$ cat src/rtl/branch_resolution_unit.sv
// Branch resolution unit: checks conditional branches in EX against the
// BTFNT guess made at fetch, squashes wrong-path work in its own pipeline
// copy, and keeps saturating branch/mispredict statistics.
module branch_resolution_unit #(
  parameter int CNT_W = 16
) (
  input  logic             clk,
  input  logic             rst_n,
  input  logic             stall,
  input  logic             halted,
  input  logic             fetch_valid,
  input  logic [4:0]       opcode,
  input  logic [16:0]      branch_target,
  input  logic             cond_EX,
  input  logic             stats_clear,
  output logic             guess_wrong,
  output logic             squash_ID,
  output logic [CNT_W-1:0] branch_count,
  output logic [CNT_W-1:0] mispredict_count
);

  localparam logic [4:0] OP_BT = 5'd23;
  localparam logic [4:0] OP_BF = 5'd24;

  logic advance;
  logic is_cond;
  logic pred_taken;
  logic is_bt;
  logic actual_taken;

  // Only the sign bit of the offset matters for the BTFNT guess.
  logic unused_target_bits;
  assign unused_target_bits = ^branch_target[15:0];

  logic valid_id_q, is_cond_id_q, pred_id_q, bt_id_q;
  logic valid_ex_q, is_cond_ex_q, pred_ex_q, bt_ex_q;
  logic [CNT_W-1:0] branch_cnt_q, branch_cnt_d;
  logic [CNT_W-1:0] mispred_cnt_q, mispred_cnt_d;

  // IF decode: backward conditional branches are guessed taken.
  always_comb begin
    advance    = !(stall | halted);
    is_cond    = (opcode == OP_BT) || (opcode == OP_BF);
    is_bt      = (opcode == OP_BT);
    pred_taken = is_cond & branch_target[16];
  end

  // EX resolution; suppressed while held so a stalled branch pulses once on release.
  always_comb begin
    actual_taken = bt_ex_q ? cond_EX : !cond_EX;
    guess_wrong  = valid_ex_q & is_cond_ex_q & (pred_ex_q != actual_taken) & advance;
    squash_ID    = guess_wrong;
  end

  // IF->ID->EX prediction pipeline; a mispredict kills the two younger entries.
  always_ff @(posedge clk or negedge rst_n) begin
    if (!rst_n) begin
      valid_id_q   <= 1'b0;
      is_cond_id_q <= 1'b0;
      pred_id_q    <= 1'b0;
      bt_id_q      <= 1'b0;
      valid_ex_q   <= 1'b0;
      is_cond_ex_q <= 1'b0;
      pred_ex_q    <= 1'b0;
      bt_ex_q      <= 1'b0;
    end else if (advance) begin
      valid_id_q   <= fetch_valid & !guess_wrong;
      is_cond_id_q <= is_cond;
      pred_id_q    <= pred_taken;
      bt_id_q      <= is_bt;
      valid_ex_q   <= valid_id_q & !guess_wrong;
      is_cond_ex_q <= is_cond_id_q;
      pred_ex_q    <= pred_id_q;
      bt_ex_q      <= bt_id_q;
    end
  end

  // Next counter values: clear wins, otherwise saturating increment on advance.
  always_comb begin
    branch_cnt_d  = branch_cnt_q;
    mispred_cnt_d = mispred_cnt_q;
    if (stats_clear) begin
      branch_cnt_d  = '0;
      mispred_cnt_d = '0;
    end else if (advance) begin
      if (valid_ex_q && is_cond_ex_q && !(&branch_cnt_q))
        branch_cnt_d = branch_cnt_q + CNT_W'(1);
      if (guess_wrong && !(&mispred_cnt_q))
        mispred_cnt_d = mispred_cnt_q + CNT_W'(1);
    end
  end

  // Statistics counter registers.
  always_ff @(posedge clk or negedge rst_n) begin
    if (!rst_n) begin
      branch_cnt_q  <= '0;
      mispred_cnt_q <= '0;
    end else begin
      branch_cnt_q  <= branch_cnt_d;
      mispred_cnt_q <= mispred_cnt_d;
    end
  end

  assign branch_count     = branch_cnt_q;
  assign mispredict_count = mispred_cnt_q;

endmodule

$ cat config.mk
export PLATFORM = sky130hd
export DESIGN_NAME = branch_resolution_unit
export DESIGN_NICKNAME = d
export VERILOG_FILES = /design/src/rtl/branch_resolution_unit.sv
export SDC_FILE = /design/constraint.sdc
export NUM_CORES = 1
export LEC_CHECK = 0
export BUFFER_PORTS_ARGS = -buffer_cell sky130_fd_sc_hd__buf_2
export CELL_PAD_IN_SITES_DETAIL_PLACEMENT = 1
export CELL_PAD_IN_SITES_GLOBAL_PLACEMENT = 1
export CORE_UTILIZATION = 40
export CTS_BUF_LIST = sky130_fd_sc_hd__clkbuf_4
export DETAILED_ROUTE_END_ITERATION = 16
export GPL_ROUTABILITY_DRIVEN = 0
export PLACE_DENSITY = 0.86
export RECOVER_POWER = 25
export SYNTH_ARGS = -nofsm -noshare
export SYNTH_HDL_FRONTEND = slang
export SYNTH_SLANG_ARGS = --single-unit
$ cat constraint.sdc
create_clock -name clk -period 2.26 [get_ports clk]
set_clock_uncertainty 0.2 [all_clocks]
set_input_delay 0.226 -clock clk [delete_from_list [all_inputs] [get_ports clk]]
set_output_delay 0.226 -clock clk [all_outputs]
set_load 0.005 [all_outputs]
* Yosys cells after proc, flatten, opt, wreduce, memory -nomap -nowiden
Index checks and enable logic that the tools add are counted.
** Storage, ports and cells
- Output and inout bits :: 34
- Bits of input ports :: 29
- Flip-flop bits (word level) :: 40
** Operators by class
- Equal/unequal tests :: 4
- Bitwise operators :: 7
- $add $sub $neg :: 2
- Muxes and demuxes :: 7
- Reductions and logical operators :: 15
** Operator list (number)
- 2-to-1 mux 16 bit :: 6
- adder 16 x 1 -> 16 bit, second input constant :: 2
- AND reduction 16 bit :: 2
- == test 5 bit, second input constant :: 2
- bitwise AND 1 bit :: 6
- logical NOT 1 bit :: 5
- AND reduction 2 bit :: 2
- nonzero test 2 bit :: 2
- logical AND 1 bit :: 3
- inequality test 2 bit, second input constant :: 1
- logical OR 1 bit :: 1
- 2-to-1 mux 1 bit :: 1
- inequality test 1 bit :: 1
- bitwise OR 1 bit :: 1

* Depth between registers and ports, before layout
- Word-level depth :: 9
- Depth in mapped cells :: 6
- Mapped depth without buffers :: 5

* Least setup slack after synthesis
No wires, ideal clock.
- Kind :: reg2reg
- From :: register branch_cnt_q[2] (netlist: branch_count[2])
- To :: register branch_cnt_q[13] (netlist: branch_count[13])
- Library setup time :: 0.125 ns
- Path slack :: 0.252 ns
- Cell stages (with the launch flop) :: 6
- Arrival :: 1.683 ns
- Cells stage by stage :: dfrtp_1 -> nand4_1 -> or3_1 -> buf_2 -> nor4_1 -> mux2_2
** Between the ends
- Longest elaborated chain between the ends :: 5
- Elaborated cells between the ends (all ways) :: 9
- Classes of those cells :: 1 x add/sub; 3 x mux; 5 x reduce/logical
** RTL lines
- start, declared :: RTL line 37 : logic [CNT_W-1:0] branch_cnt_q, branch_cnt_d;
- start signal, assigned :: RTL line 99 : branch_cnt_q <= branch_cnt_d;
- parallel branches: the longest is 5 deep, another holds adder 16 x 1 -> 16 bit
Parallel ways; which one is timed is not known. The select of a mux whose other input is x is not followed.
A chain may end at the register's enable or synchronous reset.

* Final worst setup path
- From :: register branch_cnt_q[7] (netlist: branch_count[7])
- To :: register branch_cnt_q[13] (netlist: branch_count[13])
The elaborated chain is that of the path after synthesis.

==> results.md <==
* Status: completed
* Sequential Power Share at 0.615
* EDFF count, synth at 0
* Synthesized area at 2190 sq um
* # diodes at 0
* Final Critical Period at 2.11 ns
* Top_reg_cell synth: dfrtp_1
* Worst Path Max Fanout at 9
* DP Area at 2610 sq um
* Slowest stage delay, CP at 0.52 ns
* Cell Chain, Critical Path: nand3_1 -> or3_1 -> nor4_2 -> mux2_2
* Routed len/inst at 16.1 microns
* Most frequent cells after synthesis: dfrtp_1 (40), nand2_1 (33), a21oi_1 (28), or4_1 (18), o31ai_1 (17)
* Finished Layout Cells at 378
* # DRC at 0
* Fin crit share at 0.935
* First drt pass iteration count at 4
* Dpl hpwl at 4370 microns
* Power Dens Cells at 438 nW/um^2
* # rows at 26
* Top-area cell type share of the netlist area at 0.456
* WP data required at 2.31 ns
* Vias in the first global route at 2308
* Setup TNS at 0 ns
* Die extent in x at 76.1 microns
* Global-route wire length before repair at 10800 microns
* Worst-margin pin slew at 1.01 ns
* Slew HR at 0.326
* Max-Cap Viols at 0
* Fin. Hold Viols at 0
* Worst-skew pair later-pin latency at 0.35 ns
* DIE HEIGHT at 76.1 microns
* Syn_nets at 273
* Share of cells above drive strength 1 at 0.263
* Worst path bufs/invs at 0
* Total clock buffers created by CTS at 5
* Largest net degree at the start of global routing at 41
* Logic gate share of total power at 0.059
* Synthesized area per cell at 9.06 sq um
* Yosys cell types at 40
* Sw frac at 0.247
* Psw at 0.294 mW
* Leakage at 1.18 nW
* Buffers added on ports at 46
* Hold WC Path Type: in -> reg
* Clk slew on worst S/H paths at 0.13 ns
* Max VDD drop at 0.226 mV
* Final core occ at 0.521
* I/O pins at 63
* Post-Synthesis Cells at 242
* DP Cell Count at 366
* Top cell family by delay on the critical path: simple AND/OR/NAND/NOR gates
* Arrival time worst endpoint at 2.16 ns
* F_max at 473 MHz
* Most area-hungry cell type in the Yosys netlist: dfrtp_1
* Pint at 0.896 mW
* Sink Count at 40
* Most frequent cell after synthesis: dfrtp_1
* Crit. Startpoint: branch_count[7]
* Final Cell Area at 2710 sq um
* Total GRT Usage at 0.228
* Synth top area cells: dfrtp_1 (46%), a21oi_1 (6.4%), or4_1 (6.2%), o31ai_1 (5.8%), nand2_1 (5.6%)
* Nets@finish at 338
* Vias at 2228
* Yosys warning total at 0
* Hold Path Origin: stall
* H-Tree Depth at 2
* TritonCTS clock tree: yes
* Die ar. at 5780 sq um
* DRT iter0 DRCs at 37
* Crit start category: flop
* Async set-reset flop share out of synthesis at 1.00
* Sequential element share of the synthesized area at 0.456
* Worst hold margin at 0.0902 ns
* Drt total wl at 6100 microns
* GRT overflow at 0
* Placeable Area at 5200 sq um
* Flops & latches, synth at 40
* CP endpoint kind: flop
* DR vias/cell at 5.89
* Area grow syn2layout at 23.7%
* Crit Path Class: reg -> reg
* RSZ-0062 raised after global routing: no
* Initial antenna violation count at 0
* Final Max Tran Viols at 0
* Post-DRT Antenna Nets at 0
* Starting Density at 0.421
* RR Startpoint: branch_count[7]
* Final setup viols at 0
* R2R Setup Slk at 0.15 ns
* Root buffer selected by CTS: clkbuf_4
* Clock share of power at 0.325
* CTS Buffer Depth at 2
* Critical path's slowest cell: or3_1
-- worst reg2reg max path, delay by kind of cell, from the launching register on --
family           cells  cell delay [ns]
flip-flops           1             0.45
AND/OR/NAND/NOR      3             1.01
multiplexers         1             0.36
-- cells in the final DEF, fill, tap and decap left out, types with 2 or more instances in the layout --
master          n
a21oi_1        28
and3_1          2
and4_1          4
buf_2          46
buf_4          18
clkbuf_4        7
dfrtp_1        40
dlygate4sd3_1   4
ha_1            2
inv_1           9
mux2i_1         2
nand2_1        33
nand3_1        14
nand4_1         8
nor2_1          5
nor3_1          5
nor4_1          4
nor4_2          2
o21ai_0        11
o31ai_1        17
o41ai_1         2
or3_1           6
or4_1          18
-- sequential cells by signal, indices dropped and copies added, names as in the netlist --
register	count
pred_id_q	1
is_cond_id_q	1
is_cond_ex_q	1
valid_id_q	1
bt_id_q	1
pred_ex_q	1
branch_count	16
valid_ex_q	1
mispredict_count	16
bt_ex_q	1
-- area by class of cell --
| cell class | instances | area [sq um] |
|---|---|---|
| fill | 653 | 2490 |
| sequential | 40 | 1000 |
| tap | 70 | 87.6 |
| timing repair buffer | 69 | 410 |
| multi-input combinational | 182 | 1120 |
| clock inverter | 1 | 3.75 |
| clock buffer | 7 | 52.6 |
| inverter | 9 | 33.8 |
-- per-layer routing --
layer | share of wire | GRT usage
met1 | 0.45 | 0.280
met3 | 0.033 | 0.0455
met5 | 0 | 0
met4 | 0.015 | 0.0769
met2 | 0.50 | 0.400
-- power by group through the flow --
stage | Clock [mW] | Combinational, mW | Sequential [mW]
finish | 0.387 | 0.0705 | 0.732
global route | 0.427 | 0.0804 | 0.733
CTS | 0.393 | 0.0731 | 0.732
detailed placement | 0 | 0.0675 | 0.746
global placement | 0 | 0.0651 | 0.744
floorplan | 0 | 0.0278 | 0.744
-- repair_timing --
| item | 4_1_cts | 5_1_grt |
|---|---|---|
| gates resized for setup | 0 | 2 |
| setup buffers | 0 | 0 |
| setup endpoints to repair | 0 | 7 |
| endpoints found under the hold margin | 44 | 0 |
| hold buffers | 4 | 0 |
-- worst paths after layout --
path	endpoint	cells past startpoint
min	is_cond_ex_q	5
max reg2reg	branch_count[13]	4
min in group asynchronous	branch_count[6]	3
max in group asynchronous	branch_count[2]	3
max	branch_count[13]	4
min reg2reg	is_cond_ex_q	2
-- per-stage QoR --
step	power, mW	worst slack (ns)
5_1_grt	1.24	0.00930
3_5_place_dp	0.813	0.138
6_report	1.19	0.147
2_1_floorplan	0.771	0.252
3_3_place_gp	0.809	0.187
4_1_cts	1.20	0.110
-- kinds of logic after synthesis --
group           after synthesis  share of synthesized area
xor+xnor                      1                     0.0103
simple gates                111                      0.288
buf+inv                      20                     0.0371
fa+ha+maj                     2                     0.0114
flops                        40                      0.456
mux                           3                     0.0143
compound gates               65                      0.183
No activity file was read; power rests on OpenSTA's default activity.
